File: src/rtl/square_pkg.sv
// rtl/square_pkg.sv - shared constants and types for the rotating-square driver
package square_pkg;

    localparam logic [7:0] SEG_UPPER  = 8'h9C;
    localparam logic [7:0] SEG_LOWER  = 8'hA3;
    localparam logic [7:0] SEG_OFF    = 8'hFF;
    localparam int         NUM_DIGITS = 8;
    localparam int         NUM_POS    = 16;

    typedef logic [3:0] pos_t;

endpackage

File: src/rtl/tick_gen.sv
// rtl/tick_gen.sv - enable-gated prescaler producing a one-cycle animation tick
module tick_gen #(
    parameter int DIV = 25_000_000
) (
    input  logic clk,
    input  logic rst_n,
    input  logic en,
    output logic tick
);

    localparam int W = (DIV > 1) ? $clog2(DIV) : 1;
    localparam logic [W-1:0] LAST = W'(DIV - 1);

    logic [W-1:0] presc_q;
    logic [W-1:0] presc_d;

    // Disabling holds the count so a resumed animation keeps its phase.
    always_comb begin
        presc_d = presc_q;
        tick    = 1'b0;
        if (en) begin
            if (presc_q == LAST) begin
                presc_d = '0;
                tick    = 1'b1;
            end else begin
                presc_d = presc_q + 1'b1;
            end
        end
    end

    always_ff @(posedge clk) begin
        if (rst_n) begin
            presc_q <= '0;
        end else begin
            presc_q <= presc_d;
        end
    end

endmodule

File: src/rtl/square_circuit.sv
// rtl/square_circuit.sv - single square circling an 8-digit seven-segment display
module square_circuit
    import square_pkg::*;
#(
    parameter int TICK_DIV = 25_000_000
) (
    input  logic       clk,
    input  logic       rst_n,
    input  logic       en,
    input  logic       cw,
    output logic [7:0] seg,
    output logic [7:0] digit
);

    logic tick;
    pos_t pos_q;
    pos_t pos_d;

    tick_gen #(
        .DIV (TICK_DIV)
    ) u_tick_gen (
        .clk   (clk),
        .rst_n (rst_n),
        .en    (en),
        .tick  (tick)
    );

    always_comb begin
        pos_d = pos_q;
        if (tick) begin
            pos_d = cw ? pos_q + 4'd1 : pos_q - 4'd1;
        end
    end

    always_ff @(posedge clk) begin
        if (rst_n) begin
            pos_q <= '0;
        end else begin
            pos_q <= pos_d;
        end
    end

    // Positions 0..7 walk the top halves leftmost-first; 8..15 come back along the bottom.
    always_comb begin
        digit = SEG_OFF;
        if (!pos_q[3]) begin
            seg               = SEG_UPPER;
            digit[~pos_q[2:0]] = 1'b0;
        end else begin
            seg               = SEG_LOWER;
            digit[pos_q[2:0]] = 1'b0;
        end
    end

endmodule

File: config.mk
export PLATFORM = sky130hd
export DESIGN_NAME = square_circuit
export DESIGN_NICKNAME = d
export VERILOG_FILES = /design/src/rtl/square_pkg.sv /design/src/rtl/tick_gen.sv /design/src/rtl/square_circuit.sv
export SDC_FILE = /design/constraint.sdc
export NUM_CORES = 1
export LEC_CHECK = 0
export ABC_CLOCK_PERIOD_IN_PS = 3800
export CORE_MARGIN = 3
export CORE_UTILIZATION = 55
export DETAILED_ROUTE_END_ITERATION = 12
export DONT_BUFFER_PORTS = 1
export MAX_ROUTING_LAYER = met4
export PLACE_DENSITY = 0.73
export SLEW_MARGIN = 0
export SYNTH_ARGS = -nofsm -noshare
export SYNTH_HDL_FRONTEND = slang
export SYNTH_SLANG_ARGS = --single-unit
File: constraint.sdc
create_clock -name clk -period 3.8 [get_ports clk]
set_input_delay 0.76 -clock clk [delete_from_list [all_inputs] [get_ports clk]]
set_output_delay 0.76 -clock clk [all_outputs]
set_load 0.01 [all_outputs]
==> results of run 1 <==
## worst max-delay path by stage
stage | start | end | slack [ns] | cells past startpoint
after floorplan | cw | pos_q[3] | 1.76 | 6
after global placement | en | u_tick_gen.presc_q[6] | 1.46 | 5
after detailed placement | en | u_tick_gen.presc_q[4] | 1.40 | 5
after CTS | pos_q[3] | digit[2] | 1.38 | 3
after global routing | pos_q[3] | digit[2] | 1.24 | 3
final | pos_q[3] | digit[2] | 1.39 | 3
## metrics by stage
step                utilization [%]  instance area (um2)
global route                   59.4                 1650
floorplan                         -                 1620
finish                         59.4                 1650
detailed placement             56.8                 1580
global placement               56.8                 1580
CTS                            59.4                 1650
## sequential cells by signal (all words and copies together), names as in the netlist
signal / flops
u_tick_gen.presc_q: 25
pos_q: 4
## cells by family after synthesis
family / Yosys count / share of synthesized area (%)
AND/OR/NAND/NOR: 83 / 29.7
AO/OA/AOI/OAI: 40 / 15.0
flip-flops: 29 / 35.8
buffers and inverters: 17 / 6.71
XOR/XNOR: 14 / 7.56
adder cells (fa/ha/maj): 4 / 3.55
other: 2 / 0.463
multiplexers: 2 / 1.31
## power by group
part	total (mW)	switching (mW)	internal (mW)
clock network	0.240	0.107	0.134
logic	0.0146	0.00912	0.00553
registers	0.308	0.00257	0.306
## layout make-up
class                      instances  area [um2]  area share, %
clock buffer                       5        37.5           2.27
clock inverter                     2        35.0           2.12
multi-input combinational        145         933           56.5
sequential                        29         581           35.2
inverter                           5        18.8           1.14
timing repair buffer               1        7.51          0.455
tap                               31        38.8           2.35
## worst max-delay path: cells and delay by family (launching register included)
family          cells  cell delay [ns]
simple gates        1             0.27
buf+inv             1             0.28
flops               1             0.59
compound gates      1             0.18
## placed cells by master, fill, tap and decap left out, drive strengths merged, types with 2 or more instances in the layout
| master | count |
|---|---|
| xor2 | 6 |
| nor4b | 4 |
| nand2 | 9 |
| o31ai | 6 |
| and4 | 4 |
| or4 | 6 |
| and3 | 3 |
| conb | 2 |
| a21oi | 16 |
| nor2 | 23 |
| dfxtp | 29 |
| nor2b | 3 |
| nor4 | 3 |
| a22oi | 8 |
| or3 | 8 |
| nand3 | 8 |
| and2 | 2 |
| ha | 3 |
| xnor2 | 8 |
| clkbuf | 5 |
| o21ai | 8 |
| nand4 | 9 |
| inv | 5 |
## routing by layer
layer | share of wire [%] | vias up
li1 | - | 693
met1 | 43 | 639
met2 | 50 | 31
met3 | 4.9 | 7
met4 | 1.8 | 0
met5 | 0 | -
==> flow_summary.json, run 1 <==
{
  "die_w_um": 60.3,
  "synthCells": 191,
  "startpoint_type": "register",
  "ff2ff_setup_slack_ns": 1.50,
  "num_io_pins": 20,
  "worstPathArrival_ns": 1.65,
  "async_flop_share_pct": 0,
  "grtUsageMet3_pct": 4.54,
  "postSynthAreaPerCell_um2": 8.50,
  "num_antenna_cells": 0,
  "crit_path_cell_trace": "inv_1 -> nor2_1 -> a22oi_1",
  "hold_end": "pos_q[2]",
  "worstSetupEndpointType": "primary output",
  "slowest_stage": "dfxtp_1",
  "holdCritPathClass": "in -> reg",
  "dr.pass1.iters": 4,
  "drive_above_1_share_pct": 5.88,
  "post_drt_wl_per_cell_um": 14.6,
  "via_count": 1370,
  "grt_pass1_vias": 1254,
  "setup_viol": 0,
  "synth_edf_count": 0,
  "grt_util_met2_pct": 33.2,
  "grt-ovfl-total": 0,
  "r2r-end": "u_tick_gen.presc_q[12]",
  "ant_nets": 0,
  "critPathKind": "reg -> out",
  "finalClockSkew_ns": 0.0108,
  "cp.required_ns": 3.04,
  "cts_buffers": 5,
  "setup-tns-final_ns": 0,
  "final.min_clock_period_ns": 2.41,
  "irDropWorstVdd_mv": 0.377,
  "initial_core_util_pct": 58.3,
  "dp_slack_ns": 1.40,
  "grtUsageMet1_pct": 23.6,
  "slew_headroom_pct": 41.4,
  "cts_htree_levels": 2,
  "die_y_um": 60.3,
  "synth_area_leader_cell": "dfxtp_1",
  "synth_area_leaders": "dfxtp_1 (36%), nor2_1 (5.3%), a21oi_1 (4.9%)",
  "synth_cell_types": 34,
  "dpl.hpwl_mm": 2.29,
  "drc": 0,
  "dp_cells": 211,
  "wirelength_mm": 3.18,
  "worstHoldPathCells": 1,
  "synth_most_common_cell": "dfxtp_1",
  "drt-initial-drc-count": 54,
  "crit_fanout": 8,
  "max_freq_mhz": 414,
  "instances_no_fill": 218,
  "antenna_found_initial": 0,
  "core_area_mm2": 0.00278,
  "p_leak_nw": 0.558,
  "maxCapViolCount": 0,
  "rows": 19,
  "gp_congestion": 0.740,
  "tightest_slew_ns": 0.878,
  "min_from": "rst_n",
  "p_per_area_mw_per_mm2": 341,
  "grt_setup_unrepaired": "no",
  "clk-insertion-delay-late_ns": 0.34,
  "syn-num-nets": 199,
  "setup_slack_ns": 1.39,
  "yosysSeqAreaShare_pct": 35.8,
  "cts_resized": 0,
  "n_fill_cell": 256,
  "slew_viol_final": 0,
  "hold_buffers": 0,
  "cts_tree": "done",
  "syn_area_mm2": 0.00162,
  "avgViaCountPerCell": 6.28,
  "slowest_delay_ns": 0.59,
  "fin_crit_sh_pct": 63.5,
  "fin_nets": 195,
  "cts.sinks": 29,
  "path_clk_slew_ns": 0.08,
  "final_hold_viol_count": 0,
  "yosys_warnings": 0,
  "fp.dieArea_mm2": 0.00364,
  "grt_pass1_wl_mm": 5.34,
  "root_buffer": "clkbuf_4",
  "r2r_start": "u_tick_gen.presc_q[0]",
  "rr_worst_depth": 6,
  "finalPower_uw": 564,
  "grt-busiest-layer": "met2",
  "yosys-top-cells-count": "dfxtp_1 (29), nor2_1 (23), a21oi_1 (16)",
  "status": "finished, final reports clean",
  "grt_max_degree": 15,
  "synth_seq_cells": 29,
  "post-cts-setup-buffers": 0,
  "synthFlopType": "dfxtp_1",
  "hold_slack_ns": 0.484,
  "track_usage_pct": 20.2,
  "syn2layout_area_growth_pct": 1.77,
  "io_buffer_count": 0,
  "cts.path.max_buffers": 2,
  "netlist.area_leader.share_pct": 35.8
}
Power figures use the tool's default switching activity.
==> run 2: changes to the inputs <==
Settings changed: ABC_CLOCK_PERIOD_IN_PS 3800 to 2460.
Clock period 3.8 ns to 2.46 ns, I/O delays scaled along.
==> run 2 against run 1 <==
Effect of this change:
- register-to-register slack worse by 1.0 ns
- wire length up 1.4%
- combinational power up 63%
- hold slack worse by 0.26 ns
- critical path type unchanged
- highest routed layer unchanged
==> flow_summary.json, run 2 (same netlist as run 1, synthesis figures left out) <==
{
  "status": "finished, final reports clean",
  "max_freq_mhz": 461,
  "avgViaCountPerCell": 6.20,
  "fin_nets": 196,
  "cp.required_ns": 1.97,
  "die_y_um": 60.3,
  "p_leak_nw": 0.564,
  "cts.sinks": 29,
  "rr_worst_depth": 4,
  "setup_viol": 0,
  "p_per_area_mw_per_mm2": 502,
  "rows": 19,
  "final.min_clock_period_ns": 2.17,
  "num_io_pins": 20,
  "critPathKind": "reg -> out",
  "final_hold_viol_count": 0,
  "holdCritPathClass": "in -> reg",
  "post-cts-setup-buffers": 0,
  "critical-path-top-delay-family": "flip-flops",
  "gp_congestion": 0.806,
  "crit_fanout": 8,
  "startpoint_type": "register",
  "cts_buffers": 5,
  "drt-initial-drc-count": 87,
  "postLayoutCoreUtil_pct": 59.6,
  "top_regs": "u_tick_gen.presc_q x25, pos_q x4",
  "cts_resized": 0,
  "regMostFlops": "u_tick_gen.presc_q",
  "crit_path_cell_trace": "inv_1 -> nor2_1 -> a22oi_1",
  "cts_htree_levels": 2,
  "core_area_mm2": 0.00278,
  "ant_nets": 0,
  "grt_setup_unrepaired": "no",
  "maxCapViolCount": 0,
  "finalPower_uw": 832,
  "grt_max_degree": 15,
  "slowest_delay_ns": 0.59,
  "post_drt_wl_per_cell_um": 14.7,
  "io_buffer_count": 0,
  "grt_pass1_wl_mm": 5.29,
  "track_usage_pct": 20.8,
  "worstSetupEndpointType": "primary output",
  "finalClockSkew_ns": 0.0102,
  "slew_viol_final": 0,
  "worstPathArrival_ns": 1.67,
  "worstHoldPathCells": 1,
  "grt-ovfl-total": 0,
  "num_antenna_cells": 0,
  "fp.dieArea_mm2": 0.00364,
  "slowest_stage": "dfxtp_1",
  "cp.depth": 3,
  "largest_register_ff_count": 25,
  "fin_crit_sh_pct": 88.1,
  "antenna_found_initial": 0,
  "via_count": 1365,
  "layout_common_cells": "dfxtp_1 (29), nor2_1 (23), a21oi_1 (16), nand2_1 (9)",
  "root_buffer": "clkbuf_4",
  "irDropWorstVdd_mv": 0.432,
  "grt_pass1_vias": 1244,
  "crit_buf_inv": 1,
  "drive_above_1_share_pct": 6.88,
  "setup-tns-final_ns": 0,
  "die_w_um": 60.3,
  "cts.path.max_buffers": 2,
  "wirelength_mm": 3.22,
  "dr.pass1.iters": 4,
  "path_clk_slew_ns": 0.09,
  "initial_core_util_pct": 58.3,
  "final_common_cell": "dfxtp_1",
  "hold_buffers": 0,
  "dpl.hpwl_mm": 2.34,
  "clk-insertion-delay-late_ns": 0.32,
  "cts_tree": "done",
  "syn2layout_area_growth_pct": 2.08,
  "drc": 0
}
-- run 2: metrics by stage --
step           instance area, um2  std cells  setup WS (ns)  hold slack [ns]
2_1_floorplan                1620        191          0.684            0.455
3_3_place_gp                 1590        212          0.582            0.480
3_5_place_dp                 1590        212          0.515            0.491
4_1_cts                      1660        220          0.257            0.202
5_1_grt                      1660        220          0.136            0.185
6_report                     1660        220          0.293            0.219
-- run 2: power breakdown --
group	switching (mW)	leakage (nW)	internal [mW]
Sequential	0.00391	0.234	0.473
Combinational	0.0143	0.288	0.00947
Clock	0.166	0.0413	0.165
Total	0.184	0.564	0.648
-- run 2: worst paths after layout --
check                                       startpoint                     end  slack (ns)
worst min-delay path                             rst_n                pos_q[0]        0.22
worst min register to register  u_tick_gen.presc_q[21]  u_tick_gen.presc_q[21]        0.51
worst max-delay path                          pos_q[3]                digit[1]        0.29
worst max register to register  u_tick_gen.presc_q[12]  u_tick_gen.presc_q[24]        0.49
-- run 2: cell type report --
cell class                 instances  area [um2]
clock buffer                       7        65.1
tap                               31        38.8
sequential                        29         581
fill                             246        1120
inverter                           5        18.8
multi-input combinational        145         933
clock inverter                     1        5.00
timing repair buffer               2        15.0
-- run 2: per-layer routing --
layer  wire, um  vias to the layer above  global-route usage, %
li1           -                      693                      -
met4         44                        0                   14.2
met5          0                        -                      -
met3        141                        4                   7.56
met2       1680                       26                   32.7
met1       1360                      642                   21.4
==> variant 1, RTL diff (settings of run 2) <==
Put a register stage on the output `digit`, with the module's reset. The value now appears one clock later. The other outputs are not delayed to match.
--- a/src/rtl/square_circuit.sv
+++ b/src/rtl/square_circuit.sv
@@ -11,6 +11,8 @@
     output logic [7:0] seg,
     output logic [7:0] digit
 );
+
+    logic [7:0] digit_d;
 
     logic tick;
     pos_t pos_q;
@@ -42,13 +44,21 @@
 
     // Positions 0..7 walk the top halves leftmost-first; 8..15 come back along the bottom.
     always_comb begin
-        digit = SEG_OFF;
+        digit_d = SEG_OFF;
         if (!pos_q[3]) begin
             seg               = SEG_UPPER;
-            digit[~pos_q[2:0]] = 1'b0;
+            digit_d[~pos_q[2:0]] = 1'b0;
         end else begin
             seg               = SEG_LOWER;
-            digit[pos_q[2:0]] = 1'b0;
+            digit_d[pos_q[2:0]] = 1'b0;
+        end
+    end
+
+    always_ff @(posedge clk) begin
+        if (rst_n) begin
+            digit <= '0;
+        end else begin
+            digit <= digit_d;
         end
     end
 
Behaviour: not the same (Yosys sat finds a counterexample within 4 cycles, from zero or initial values and one cycle with rst_n high).
==> variant 1 against run 2 <==
  * Critical path depth fell by 2
  * Via count rose by 14%
  * Synthesized area grew 16%
  * Power up 21%
  * Sequential power increased by 30%
  * Hold slack lost 29 ps
  * Non-clock buffer count unchanged
  * Sequential cell count is 8 higher
  * Worst setup slack improved by 290 ps
  * Clock skew is essentially flat
  * First-iteration DRC count down 9.2%
  * Wire length is 15% higher
  * Cell area increased by 14%
  * Critical endpoint is now seg[4]
  * Largest power group unchanged
  * Highest routed layer unchanged
==> variant 1: results (changes against run 2) <==
<table>
<tr><th>Metric</th><th>Value</th></tr>
<tr><th colspan="2">STA</th></tr>
<tr><td>Hold_ws</td><td>190.3 ps (-28.77 ps)</td></tr>
<tr><td>Final worst-path cycle share</td><td>0.7647 (-0.1162)</td></tr>
<tr><td>Final clock skew</td><td>10.47 ps (+0.2930 ps)</td></tr>
<tr><th colspan="2">Finish</th></tr>
<tr><td>Biggest registers after layout</td><td>u_tick_gen.presc_q x25, digit x8, pos_q x4</td></tr>
<tr><td>Share of post-route cells with drive strength above 1</td><td>0.07619 (+0.007407)</td></tr>
<tr><td>Finished Layout Cells</td><td>254 (+15%)</td></tr>
<tr><th colspan="2">Yosys</th></tr>
<tr><td>List of most frequent post-synthesis cells</td><td>dfxtp_1, nor2_1, a21oi_1</td></tr>
<tr><td>Number of different library cells in the post-synthesis netlist</td><td>37 (+8.8%)</td></tr>
<tr><td>Top post-synthesis cells by area</td><td>dfxtp_1, a21oi_1, o31ai_1, or4_1, nor2_1</td></tr>
<tr><td>Mux share of post-synthesis cell area</td><td>0.01125 (-0.001856)</td></tr>
<tr><td>Mapped Cells</td><td>221 (+16%)</td></tr>
<tr><td>Fraction of synthesized cell area in xor and xnor cells</td><td>0.05559 (-0.01997)</td></tr>
<tr><td>Adder-Cell Fraction of Synth Area</td><td>0.03044 (-0.005023)</td></tr>
<tr><th colspan="2">Power</th></tr>
<tr><td>Worst supply voltage drop on vdd</td><td>0.0003818 V (-12%)</td></tr>
<tr><th colspan="2">Worst setup path</th></tr>
<tr><td>Worst setup endpoint</td><td>seg[4]</td></tr>
<tr><td>Reg2Reg Capture Point</td><td>u_tick_gen.presc_q[21]</td></tr>
<tr><td>Largest fanout on the critical path</td><td>11 (+3)</td></tr>
<tr><td>Worst R2R Start</td><td>u_tick_gen.presc_q[2]</td></tr>
<tr><th colspan="2">GRT</th></tr>
<tr><td>Global-route wire length before repair</td><td>6720 µm (+27%)</td></tr>
<tr><td>Maximum number of pins on one net before global-route repair</td><td>27 (+12)</td></tr>
<tr><td>Via count of the first global-routing pass</td><td>1,565 (+26%)</td></tr>
<tr><th colspan="2">Placement</th></tr>
<tr><td>Routability congestion estimate</td><td>0.8511 (+5.7%)</td></tr>
<tr><td>Post-Place Cell Area</td><td>1826 µm² (+15%)</td></tr>
<tr><td>Pre-CTS WS</td><td>577.9 ps (+62.90 ps)</td></tr>
<tr><th colspan="2">Clock tree</th></tr>
<tr><td>Clock input transition at the sequential cells of the worst setup and hold paths</td><td>110 ps (+20 ps)</td></tr>
<tr><th colspan="2">Detailed routing</th></tr>
<tr><td>Vias per cell</td><td>6.106 (-1.6%)</td></tr>
<tr><td>DRC violation total after the first TritonRoute iteration</td><td>79 (-9.2%)</td></tr>
<tr><td>Post-detailed-route wirelength per cell</td><td>14.63 µm (-0.16%)</td></tr>
<tr><th colspan="2">Run status</th></tr>
<tr><td>Outcome</td><td>completed</td></tr>
</table>
[variant 1: cell count changes after synthesis, moves of 4 or more]
cell,before,now
xnor2_1,8,4
nor3_1,1,14
clkbuf_1,0,6
nor4b_1,4,0
o21ai_0,8,4
o31ai_1,6,12
or4_1,6,12
or3_1,7,3
a22oi_1,8,0
dfxtp_1,29,37
[variant 1: layer usage]
metal	share of wire	track usage	routed length (µm)
met1	0.46	0.2473	1713
met2	0.48	0.3351	1794
met3	0.038	0.04159	142
met4	0.017	0.1055	65
met5	0	-	0
[variant 1: report_power, final]
group / switching [mW] / internal (mW) / leakage (nW)
clock: 0.197 / 0.166 / 0.0413
combinational: 0.0159 / 0.0125 / 0.295
sequential: 0.00982 / 0.609 / 0.301
[variant 1: final cells by class]
cell class	instances	area, µm²
Clock buffer	7	65.06
Clock inverter	1	5.005
Inverter	3	11.26
Multi-Input combinational cell	160	1003
Fill cell	299	1257
Sequential cell	37	740.7
Timing Repair Buffer	2	15.01
Tap cell	44	55.05
==> variant 2, RTL diff (config.mk and constraints of run 2) <==
Without the edit above. Change the parameter `TICK_DIV` from 25_000_000 to 12_500_000.
--- a/src/rtl/square_circuit.sv
+++ b/src/rtl/square_circuit.sv
@@ -2,7 +2,7 @@
 module square_circuit
     import square_pkg::*;
 #(
-    parameter int TICK_DIV = 25_000_000
+    parameter int TICK_DIV = 12_500_000
 ) (
     input  logic       clk,
     input  logic       rst_n,
Check against the original RTL: no difference found for any inputs over 10 cycles, from zero or initial values and one cycle with rst_n high; that may be too few to reach the edited logic, so the function may still have changed.
==> variant 2 against run 2 <==
  * Non-clock buffer count shrank 1
  * Synthesized area fell by 1.2%
  * Worst setup slack got worse by 62 ps
  * Wire length decreased by 4.7%
  * Power shrank 14%
  * Synthesized cell count shrank 4.7%
  * Core utilization increased by 1.1 points
  * Sequential cell count decreased by 1
  * First-iteration DRC count down 67%
  * Cell area is 4.4% lower
  * Cell count is 7.3% lower
  * Count of clock-buffer cells in the layout shrank 3
==> variant 2: results (changes against run 2) <==
<table>
<tr><th>Metric</th><th>Value</th></tr>
<tr><th colspan="2">STA</th></tr>
<tr><td>Final clock skew</td><td>1.358 ps (-8.816 ps)</td></tr>
<tr><th colspan="2">Finish</th></tr>
<tr><td>Final Net Count</td><td>183 (-6.6%)</td></tr>
<tr><td>Multi-input logic cell count</td><td>137 (-5.5%)</td></tr>
<tr><td>Clock buffer count in the final layout</td><td>4 (-3)</td></tr>
<tr><td>Clock network share of area</td><td>0.02291 (-0.01939)</td></tr>
<tr><td>Multi-input gate area</td><td>927.1 µm² (-0.67%)</td></tr>
<tr><td>Biggest registers after layout</td><td>u_tick_gen.presc_q x24, pos_q x4</td></tr>
<tr><td>Non-clock buffer area fraction after layout</td><td>0.004739 (-0.004324)</td></tr>
<tr><th colspan="2">GRT</th></tr>
<tr><td>Total routing resource utilization after global routing</td><td>0.1936 (-0.01436)</td></tr>
<tr><td>Fraction of met3 tracks used by global routing</td><td>0.02592 (-0.04968)</td></tr>
<tr><td>Via count of the first global-routing pass</td><td>1,183 (-4.9%)</td></tr>
<tr><td>Global-route wire length before repair</td><td>5133 µm (-2.9%)</td></tr>
<tr><th colspan="2">Yosys</th></tr>
<tr><td>Portion of the post-synthesis area used by sequential elements</td><td>0.3495 (-0.008295)</td></tr>
<tr><td>Average size of a mapped cell</td><td>8.813 µm² (+3.7%)</td></tr>
<tr><th colspan="2">Detailed routing</th></tr>
<tr><td>Via Count</td><td>1,298 (-4.9%)</td></tr>
<tr><td>Total wire length</td><td>3071 µm (-4.7%)</td></tr>
<tr><td>Wire length the detailed router placed on met1</td><td>1412 µm (+4.1%)</td></tr>
<tr><th colspan="2">Worst setup path</th></tr>
<tr><td>Reg2Reg Capture Point</td><td>pos_q[3]</td></tr>
<tr><th colspan="2">Die</th></tr>
<tr><td>Tapcells</td><td>30 (-3.2%)</td></tr>
<tr><th colspan="2">Power</th></tr>
<tr><td>Worst supply voltage drop on vdd</td><td>0.0002953 V (-32%)</td></tr>
<tr><td>Static power due to leakage</td><td>0.5458 nW (-3.1%)</td></tr>
<tr><th colspan="2">Placement</th></tr>
<tr><td>Post-Place Cell Area</td><td>1548 µm² (-2.4%)</td></tr>
<tr><td>Pre-CTS WS</td><td>265.6 ps (-249.4 ps)</td></tr>
<tr><td>Post-DP HPWL</td><td>2220 µm (-5.0%)</td></tr>
<tr><th colspan="2">Clock tree</th></tr>
<tr><td>H-tree levels</td><td>1 (-1)</td></tr>
<tr><th colspan="2">Run status</th></tr>
<tr><td>Outcome</td><td>completed</td></tr>
</table>
-- variant 2: cell types whose count changed in the layout (fill, tap and decap cells not counted), sizes merged, moves of 2 or more --
| cell | delta |
|---|---|
| clkbuf | -3 |
| o31ai | +2 |
| and2 | +2 |
| xor2 | +3 |
| or4 | +2 |
| nor4b | -2 |
| xnor2 | -6 |
| nor2 | -7 |
| nor4 | -3 |
| nand2 | -2 |
-- variant 2: how the worst min path moves through the flow --
| stage | slack, ps | to | startpoint | cells after the start |
|---|---|---|---|---|
| finish | 210 | pos_q[1] | rst_n | 1 |
| global route | 180 | pos_q[1] | rst_n | 1 |
| CTS | 200 | u_tick_gen.presc_q[4] | rst_n | 1 |
| detailed placement | 470 | u_tick_gen.presc_q[23] | u_tick_gen.presc_q[23] | 2 |
| global placement | 460 | u_tick_gen.presc_q[23] | u_tick_gen.presc_q[23] | 2 |
| floorplan | 450 | u_tick_gen.presc_q[23] | u_tick_gen.presc_q[23] | 2 |
-- variant 2: cells by family (layout without fill, tap and decap cells) --
kind of cell / Yosys count / in the layout / share of synthesized area
xor+xnor: 11 / 11 / 0.06007
mux: 2 / 2 / 0.01326
other cells: 2 / 2 / 0.004682
flops: 28 / 28 / 0.3495
fa+ha+maj: 4 / 4 / 0.03588
simple gates: 74 / 74 / 0.2878
buf+inv: 17 / 9 / 0.07254
compound gates: 44 / 44 / 0.1763
-- variant 2: power by group --
| group | switching, mW | leakage [nW] | internal (mW) | total, mW |
|---|---|---|---|---|
| Sequential | 0.00647 | 0.226 | 0.457 | 0.464 |
| Combinational | 0.0157 | 0.299 | 0.00983 | 0.0256 |
| Clock | 0.132 | 0.0210 | 0.0906 | 0.223 |
| Total | 0.154 | 0.546 | 0.558 | 0.712 |
